--- config.mk ---
export PLATFORM = sky130hd
export DESIGN_NAME = shift_iter
export DESIGN_NICKNAME = d
export VERILOG_FILES = /design/src/rtl/shift_iter.sv
export SDC_FILE = /design/constraint.sdc
export NUM_CORES = 1
export LEC_CHECK = 0
export BUFFER_PORTS_ARGS = -buffer_cell sky130_fd_sc_hd__buf_2
export CORE_ASPECT_RATIO = 1.1
export CORE_MARGIN = 3
export CORE_UTILIZATION = 35
export CTS_BUF_LIST = sky130_fd_sc_hd__clkbuf_8 sky130_fd_sc_hd__clkbuf_16
export DETAILED_ROUTE_END_ITERATION = 6
export GPL_TIMING_DRIVEN = 0
export PLACE_DENSITY = 0.57
export SETUP_SLACK_MARGIN = 0.2
export SLEW_MARGIN = 20
export SYNTH_ARGS = -nofsm -noshare
export SYNTH_HDL_FRONTEND = slang
export SYNTH_SLANG_ARGS = --single-unit
--- constraint.sdc ---
create_clock -name clk_i -period 5.3 [get_ports clk_i]
set_input_delay 0.265 -clock clk_i [delete_from_list [all_inputs] [get_ports clk_i]]
set_output_delay 0.265 -clock clk_i [all_outputs]
set_load 0.01 [all_outputs]
--- src/rtl/shift_iter.sv ---
// Multi-cycle iterative RV32 shift unit (SLL/SRL/SRA).
// Shifts by up to STEP bits per cycle and holds the result until it is accepted.
module shift_iter #(
    parameter int unsigned STEP = 4
) (
    input  logic        clk_i,
    input  logic        rst_i,
    input  logic        flush_i,
    input  logic        req_valid_i,
    output logic        req_ready_o,
    input  logic [2:0]  funct3_i,
    input  logic        funct7_i,
    input  logic [31:0] op1_i,
    input  logic [31:0] op2_i,
    output logic        res_valid_o,
    input  logic        res_ready_i,
    output logic [31:0] res_o,
    output logic        err_o,
    output logic        busy_o
);

    localparam logic [1:0] IDLE  = 2'd0;
    localparam logic [1:0] SHIFT = 2'd1;
    localparam logic [1:0] DONE  = 2'd2;

    localparam logic [5:0] STEP_W = 6'(STEP);

    logic [1:0]  state_q;
    logic [31:0] acc_q;
    logic [4:0]  rem_q;
    logic        left_q;
    logic        fill_q;
    logic        err_q;

    logic [4:0]  step_n;
    logic [31:0] acc_shifted;
    logic        last_step;
    logic        supported;
    logic        accept;
    logic [4:0]  shamt;
    logic        unused_op2;

    assign shamt      = op2_i[4:0];
    assign unused_op2 = ^op2_i[31:5];
    assign supported  = (funct3_i == 3'b001) || (funct3_i == 3'b101);
    assign accept     = req_valid_i && (state_q == IDLE) && !flush_i;

    always_comb begin
        step_n    = ({1'b0, rem_q} > STEP_W) ? STEP_W[4:0] : rem_q;
        last_step = ({1'b0, rem_q} <= STEP_W);
        // Right shifts extend a 33-bit value so one arithmetic shift covers SRL and SRA.
        if (left_q) begin
            acc_shifted = acc_q << step_n;
        end else begin
            acc_shifted = 32'($signed({fill_q, acc_q}) >>> step_n);
        end
    end

    always_ff @(posedge clk_i) begin
        if (rst_i) begin
            state_q <= IDLE;
            acc_q   <= '0;
            rem_q   <= '0;
            left_q  <= 1'b0;
            fill_q  <= 1'b0;
            err_q   <= 1'b0;
        end else if (flush_i && (state_q != IDLE)) begin
            state_q <= IDLE;
            acc_q   <= '0;
            err_q   <= 1'b0;
        end else begin
            case (state_q)
                IDLE: begin
                    if (accept) begin
                        left_q <= (funct3_i == 3'b001);
                        fill_q <= op1_i[31] && (funct3_i == 3'b101) && funct7_i;
                        rem_q  <= shamt;
                        err_q  <= !supported;
                        acc_q  <= supported ? op1_i : '0;
                        state_q <= (supported && (shamt != 5'd0)) ? SHIFT : DONE;
                    end
                end
                SHIFT: begin
                    acc_q <= acc_shifted;
                    rem_q <= rem_q - step_n;
                    if (last_step) begin
                        state_q <= DONE;
                    end
                end
                DONE: begin
                    if (res_ready_i) begin
                        state_q <= IDLE;
                    end
                end
                default: state_q <= IDLE;
            endcase
        end
    end

    assign req_ready_o = (state_q == IDLE);
    assign res_valid_o = (state_q == DONE);
    assign busy_o      = (state_q != IDLE);
    assign res_o       = acc_q;
    assign err_o       = err_q;

endmodule
# [After elaboration in Yosys (flattened, before gate mapping)]
# Index checks and enable logic that the tools add are counted.
# W data, S select, Z words.
[totals] input_bits=73 out_inout_bits=36 regBits=42
[op_classes] reduce_logical=19 eq_ne=7 shift=2 add_sub_neg=1 bitwise_logic=1 order_cmp=2 mux=12
[ops] operator="$mux W32" count=3
[ops] operator="$pmux W32 S2" count=1
[ops] operator="$sshr A33 B5 Y32" count=1
[ops] operator="$shl A32 B5 Y32" count=1
[ops] operator="$mux W5" count=2
[ops] operator="$pmux W5 S2" count=1
[ops] operator="$reduce_and A3 Y1" count=3
[ops] operator="$mux W2" count=4
[ops] operator="$logic_and A1 B1 Y1" count=6
[ops] operator="$pmux W2 S3" count=1
[ops] operator="$gt A5 B3 Y1 const B" count=1
[ops] operator="$le A5 B3 Y1 const B" count=1
[ops] operator="$reduce_bool A5 Y1" count=1
[ops] operator="$sub A5 B5 Y5" count=1
[ops] operator="$ne A2 B1 Y1 const B" count=2
[ops] operator="$reduce_and A2 Y1" count=2
[ops] operator="$reduce_bool A2 Y1" count=2
[ops] operator="$eq A3 B1 Y1 const B" count=1
[ops] operator="$eq A3 B3 Y1 const B" count=1
[ops] operator="$eq A2 B1 Y1 const B" count=1
[ops] operator="$eq A2 B2 Y1 const B" count=1
[ops] operator="$logic_not A1 Y1" count=2
[ops] operator="$logic_not A2 Y1" count=1
[ops] operator="$ne A2 B2 Y1 const B" count=1
[ops] operator="3 further kinds" count=3

# [Depth between registers and ports, before layout]
# Gate-level depths: netlist of the first run.
[depth] ltp_word=6 ltp_mapped=12 mapped_depth_nobuf=8

# [Worst setup path after synthesis of the first run]
# Ideal clock, no wire load.
[synth_timing] kind="register -> register" start="register rem_q[3]" end="register rem_q[2]" t_arrival_ns=2.236 path_buffers=4 setup_ns=0.078 period_less_slack_ns=2.314 setup_slack_ns=2.986 path_stages_with_launch=12 path_cell_list="dfxtp_1 buf_6 or3_1 buf_1 clkbuf_1 buf_1 nand2_1 ha_1 o21a_1 a2111oi_0 a211oi_1 nor3_1"
[synth_via] elab_chain_cells=4
[synth_lines] element="start, declared" line_no="30" source="logic [4:0] rem_q;"
[synth_lines] element="start signal, assigned" line_no="77" source="rem_q <= shamt;"
[synth_lines] element="start signal, assigned" line_no="85" source="rem_q <= rem_q - step_n;"
[synth_lines] element="$gt A5 B3 Y1" line_no="49" source="step_n = ({1'b0, rem_q} > STEP_W) ? STEP_W[4:0] : rem_q;"
[synth_lines] element="$mux W5" line_no="49"
[synth_lines] element="$sub A5 B5 Y5" line_no="85"
[synth_lines] element="$pmux W5 S2" line_no="72" source="case (state_q)"
# No other way between the ends.
# A chain may end at the register's enable or synchronous reset.

# [Worst setup path in the final report of the first run]
# Ends and elaborated chain as after synthesis.

==> metrics.md, run 1 <==
| Metric | Value |
|---|---|
| List of most frequent post-synthesis cells | 108 x nand2_1, 67 x a21oi_1, 52 x o21ai_0 |
| Cells after Synth | approximately 610 |
| Die Wd | roughly 110 um |
| Drt pass-1 iters | 6 |
| DPL Wire Length | 15,100 um |
| Final instance area | approximately 0.0049 mm2 |
| EDFF count, synth | 0 |
| Core ar. | approximately 0.012 mm2 |
| I/O pin count | 109 |
| Antenna violations before repair | 0 |
| Psw | approximately 0.00042 W |
| MaxCap Viol Count | 0 |
| HP Class | input pin to flop |
| Area grow syn2layout | 18.1% |
| Finished Layout Cells | approximately 850 |
| Power share of the clock group | 33.4% |
| Hold wc startpoint | op2_i[0] |
| Element type at the critical path start | flop |
| Sequential fraction of the synthesis area | between 20% and 30% |
| Hold-critical path depth | 3 |
| Routability Congestion | about 1.0 |
| Drt drc | 0 |
| Placement Rows | 41 |
| CTS clk-pin slew, worst paths | about 0.07 ns |
| Total GRT Usage | 33.0% |
| CP most frequent cell | buf_1 |
| Arr. time, crit path | roughly 3.5 ns |
| R2R setup slack | 1.98 ns |
| Remaining global-route overflow | 0 |
| CP Max Fanout | 10 |
| CP max stage cell | buf_1 |
| DP Cell Count | roughly 840 |
| Pwr Density | 219 mW/mm2 |
| Vias/cell | just under 7 |
| Synth Cell Area | roughly 0.0042 mm2 |
| # hold bufs at CTS | 0 |
| R2R cell count | 11 |
| Setup bufs post-CTS | 0 |
| Most common cell in the netlist | nand2_1 |
| Worst-Skew Late Latency | roughly 0.3 ns |
| Unrepaired setup endpoints after global routing | false |
| WS Path Type | flop to flop |
| Buffers added on ports | 80 |
| Clk_skew | a little under 0.01 ns |
| Nets | 774 |
| Status | completed |
| Top cells by area, synth | dfxtp_1 20%, nand2_1 9.7%, a21oi_1 8.0% |
| DRT iter0 DRCs | around 840 |
| Seq cells post-synth | 42 |
| Top cell type's share of synthesized area | 20.1% |
| Setup TNS | 0 ns |
| Full die area | about 0.013 mm2 |
| Yosys cell types | approximately 70 |
| Hold_ws | around 0.22 ns |
| Syn avg cell area | about 7 um2 |
| Vias after detailed routing | approximately 5,800 |
| Root Buffer Master | clkbuf_16 |
| FMAX | roughly 0.30 GHz |
| Final Critical Period | 3.32 ns |
| Die span in y | between 100 and 150 um |
| Largest net degree at the start of global routing | 13 |
| Post-route core utilization | between 40% and 50% |
| Number of synthesis warnings | 0 |
| Slew Viols, Final | 0 |
| Syn Nets | roughly 690 |
| Fillers | roughly 1,200 |
| H-tree Lvls | 2 |
| CTS buffer count | 5 |
| Post-synth ARST share | 0% |
| Internal power | 0.000666 W |
| Final Hold Vio Count | 0 |
| Final setup vio count | 0 |
| Crit-path cells | buf_6 -> or3_1 -> buf_1 -> clkbuf_1 -> buf_1 -> nand2_1 -> ha_1 -> o21a_1 -> a2111oi_0 -> a211oi_1 -> nor3_1 |
| Vias in the first global route | around 5,500 |
| Most used DFF post-synth | dfxtp_1 |
| CP endpoint kind | flop |
| Biggest cell delay along the critical path | 0.59 ns |
| Worst R2R End | rem_q[2] |
| Drt wl/cell | 25.9 um |
| Combinational Power Share | a little under a third |
| Post-DP Area | approximately 0.0048 mm2 |
| Relative max-transition margin | around a quarter |
| Initial core utilization | between 30% and 40% |
| Worst slew pin tran | roughly 1.1 ns |
| Leakage | 1.87 nW |
| CTS tree | built |
| Worst path required time | 5.51 ns |
| Final critical-path share of the clock period | about 63% |
| Largest area contributor in the netlist | dfxtp_1 |
| Post-DRT Antenna Nets | 0 |
| Worst Hold Path EP | rem_q[0] |
| Wire length of the first global-routing pass | ~33,000 um |
| Layout cells sized above 1 | 18.4% |
| Worst r2r src | rem_q[3] |
| Critical Path Source | rem_q[3] |
| Peak supply drop | around 120 uV |
| Clk buf depth | 2 |
| CTS Sinks | 42 |
| Routed wire length | 22,100 um |
| Post_cts resized | 0 |
| Sw Ratio | between 30% and 40% |
| Flop pwr share | a little over a third |
## power by group through the flow
stage                     combinational, W  clock, W  sequential (W)
final                             0.000342  0.000362        0.000380
after global placement            0.000328         0        0.000386
after global routing              0.000363  0.000378        0.000382
after detailed placement          0.000328         0        0.000385
after CTS                         0.000329  0.000364        0.000378
after floorplan                   0.000196         0        0.000380
## per-layer routing
layer	vias to the layer above	wire length, um	track usage [%]	share of wire, %
met1	2669	8510	42.7	39
met5	-	0	0	0
li1	2468	-	-	-
met3	136	2740	8.49	12
met4	0	1480	22.0	6.7
met2	497	9320	47.7	42
## worst max path at each step
stage | end | slack, ns | cells after the start
global route | rem_q[2] | 1.84 | 11
floorplan | rem_q[2] | 2.99 | 11
global placement | rem_q[2] | 2.10 | 11
finish | rem_q[2] | 1.98 | 11
detailed placement | rem_q[2] | 2.12 | 11
CTS | rem_q[2] | 2.08 | 11
## worst max-delay path, delay by kind of cell (launching register included)
kind | cells | cell delay, ns
AOI/OAI and AO/OA | 3 | 0.65
and+or+nand+nor | 3 | 0.39
DFF | 1 | 0.34
buffers and inverters | 4 | 1.56
adders and majority gates | 1 | 0.29
## flip-flops by register name, indices dropped and copies added (netlist names)
signal / cells
left_q: 1
err_o: 1
res_o: 32
rem_q: 5
state_q: 2
fill_q: 1
## stage by stage
| step | power [W] | worst slack (ns) |
|---|---|---|
| floorplan | 0.000576 | 2.99 |
| global placement | 0.000714 | 2.10 |
| detailed placement | 0.000713 | 2.12 |
| CTS | 0.00107 | 2.08 |
| global route | 0.00112 | 1.84 |
| finish | 0.00108 | 1.98 |
## layout make-up
| type | instances | area [um2] | area share [%] |
|---|---|---|---|
| buffer | 59 | 292 | 5.90 |
| clock buffer | 8 | 166 | 3.37 |
| multi-input combinational | 504 | 3020 | 61.2 |
| timing repair buffer | 80 | 400 | 8.10 |
| antenna | 1 | 2.50 | 0.0506 |
| inverter | 8 | 30.0 | 0.608 |
| tap | 150 | 188 | 3.80 |
| sequential | 42 | 841 | 17.0 |
## placed cells by master, fill, tap and decap left out, drive strengths merged, types with 3 or more instances in the layout
cell	netlist	routed
a2111oi	8	8
a211oi	13	13
a21o	10	10
a21oi	68	68
a221o	9	9
a221oi	14	14
a31oi	19	19
a41oi	8	8
and3	3	3
buf	26	106
clkbuf	33	41
dfxtp	42	42
inv	8	8
mux2i	27	27
nand2	111	111
nand2b	4	4
nand3	45	45
nor2	35	35
nor2b	5	5
nor3	14	14
nor4b	3	3
o211ai	5	5
o21a	5	5
o21ai	52	52
o22ai	5	5
o2bb2ai	3	3
or3	3	3
## cells by family (layout without fill, tap and decap cells)
family | after synthesis | in the layout | share of synthesized area [%]
AO/OA/AOI/OAI | 238 | 238 | 38.0
adder cells (fa/ha/maj) | 1 | 1 | 0.299
buffers and inverters | 67 | 155 | 7.68
flip-flops | 42 | 42 | 20.1
multiplexers | 28 | 28 | 7.03
other | 1 | 2 | 0.0896
AND/OR/NAND/NOR | 236 | 236 | 26.8
Power figures use the tool's default switching activity.
==> inputs of run 2 (changes only) <==
clock period = 3.4 ns   (was 5.3 ns; I/O delays follow)
==> metrics.md, run 2 (synthesis results as in run 1) <==
| Metric | Value |
|---|---|
| Status | completed |
| I/O pin count | ~110 |
| Final Critical Period | around 3 ns |
| Placement Rows | between 40 and 50 |
| Arr. time, crit path | around 3.1 ns |
| Clk_skew | between 0.008 and 0.009 ns |
| MaxCap Viol Count | 0 |
| Final WS setup | between 0.4 and 0.5 ns |
| Initial core utilization | a little over a third |
| Die Wd | ~110 um |
| Worst path required time | 3.61 ns |
| Drt drc | 0 |
| Max reg flops | 32 |
| Unrepaired setup endpoints after global routing | false |
| H-tree Lvls | 2 |
| Vias after detailed routing | about 5,800 |
| Leakage | roughly 1.9 nW |
| Routed wire length | roughly 22,000 um |
| Largest net degree at the start of global routing | 13 |
| Nets | approximately 770 |
| Worst slew pin tran | around 1.1 ns |
| CTS Sinks | 42 |
| CP Max Fanout | 10 |
| Wire length of the first global-routing pass | between 30,000 and 40,000 um |
| Root Buffer Master | clkbuf_16 |
| Pwr Density | ~340 mW/mm2 |
| Setup TNS | 0 ns |
| Final Hold Vio Count | 0 |
| Worst-Skew Late Latency | ~0.30 ns |
| Core ar. | about 0.012 mm2 |
| DRT iter0 DRCs | slightly above 800 |
| Total GRT Usage | 33.0% |
| Most frequent cells in the layout | 108 x nand2_1, 95 x buf_2, 67 x a21oi_1 |
| HP Class | input pin to flop |
| CP max stage cell | clkbuf_1 |
| Tot Pwr | about 0.0017 W |
| Slew Viols, Final | 0 |
| Crit-path cells | clkbuf_1 -> clkbuf_1 -> clkbuf_2 -> nand2_1 -> ha_1 -> o21a_1 -> a2111oi_0 -> a211oi_1 -> nor3_1 |
| Buffers added on ports | 80 |
| Vias/cell | 6.75 |
| Element type at the critical path start | flop |
| Vias in the first global route | approximately 5,500 |
| Post-DRT Antenna Nets | 0 |
| Biggest cell delay along the critical path | 0.52 ns |
| Final setup vio count | 0 |
| CTS clk-pin slew, worst paths | 0.06 ns |
| Die span in y | between 100 and 150 um |
| Final critical-path share of the clock period | between 80 and 90% |
| CP endpoint kind | flop |
| Most common cell after layout, fill and taps aside | nand2_1 |
| Drt pass-1 iters | 6 |
| Area grow syn2layout | 18.2% |
| Relative max-transition margin | ~28% |
| Peak supply drop | a little under 200 uV |
| Remaining global-route overflow | 0 |
| CP most frequent cell | clkbuf_1 |
| Layout cells sized above 1 | 18.8% |
| WS Path Type | flop to flop |
| Clk buf depth | 2 |
| Antenna violations before repair | 0 |
| DPL Wire Length | ~15,000 um |
| Drt wl/cell | ~26 um |
| CTS tree | built |
| # hold bufs at CTS | 0 |
| Full die area | ~0.013 mm2 |
| Place WS | roughly 0.22 ns |
| Routability Congestion | 1.00 |
| CTS buffer count | 5 |
| FMAX | between 0.3 and 0.4 GHz |
[run 2: cell counts in the layout (fill, tap and decap cells not counted)]
Identical to the previous run, type by type.
[run 2: worst paths after layout]
| check | from | endpoint | slack, ns | cells after the start |
|---|---|---|---|---|
| hold / removal | op2_i[0] | rem_q[0] | 0.13 | 3 |
| setup reg to reg | rem_q[1] | rem_q[2] | 0.47 | 9 |
| hold reg to reg | err_o | err_o | 0.50 | 1 |
| setup / recovery | rem_q[1] | rem_q[2] | 0.47 | 9 |
[run 2: per-layer routing]
| layer | vias up | GRT usage (%) | part of all wire, % |
|---|---|---|---|
| met5 | - | 0 | 0 |
| met3 | 142 | 8.49 | 12 |
| met1 | 2642 | 42.7 | 38 |
| met2 | 502 | 47.7 | 42 |
| li1 | 2467 | - | - |
| met4 | 0 | 22.0 | 7.2 |
[run 2: cell type report]
class	instances	area, um2
fillers	1241	6650
multi-input cells	504	3020
flip-flops and latches	42	841
repair buffers	80	400
plain buffers	59	295
well taps	150	188
clock buffers	8	166
inverters	8	30.0
diodes	1	2.50
[run 2: repair_timing]
action,CTS,global route
endpoints found under the setup margin,1,1
gates resized for setup,1,4
buffers inserted,0,0
cloned,0,0
[run 2: through the flow]
stage / instance area [um2] / hold WS, ns / utilization (%) / std cells
finish: 4950 / 0.127 / 42.7 / 852
global route: 4940 / 0.142 / 42.6 / 851
CTS: 4940 / 0.125 / 42.6 / 851
detailed placement: 4770 / 0.436 / 41.2 / 843
global placement: 4770 / 0.435 / 41.2 / 843
floorplan: 4190 / 0.262 / - / 613
[run 2: where the power goes]
part | internal (W) | switching (W) | leakage (nW) | total, W
clock | 0.000334 | 0.000227 | 0.0832 | 0.000561
sequential | 0.000527 | 0.0000653 | 0.344 | 0.000593
combinational | 0.000178 | 0.000355 | 1.46 | 0.000533
total | 0.00104 | 0.000648 | 1.88 | 0.00169
[run 2: critical path, delay by kind of cell, from the launching register on]
family | cells | cell delay (ns)
AND/OR/NAND/NOR | 2 | 0.25
adder cells (fa/ha/maj) | 1 | 0.27
flip-flops | 1 | 0.31
buffers and inverters | 3 | 1.30
AO/OA/AOI/OAI | 3 | 0.70
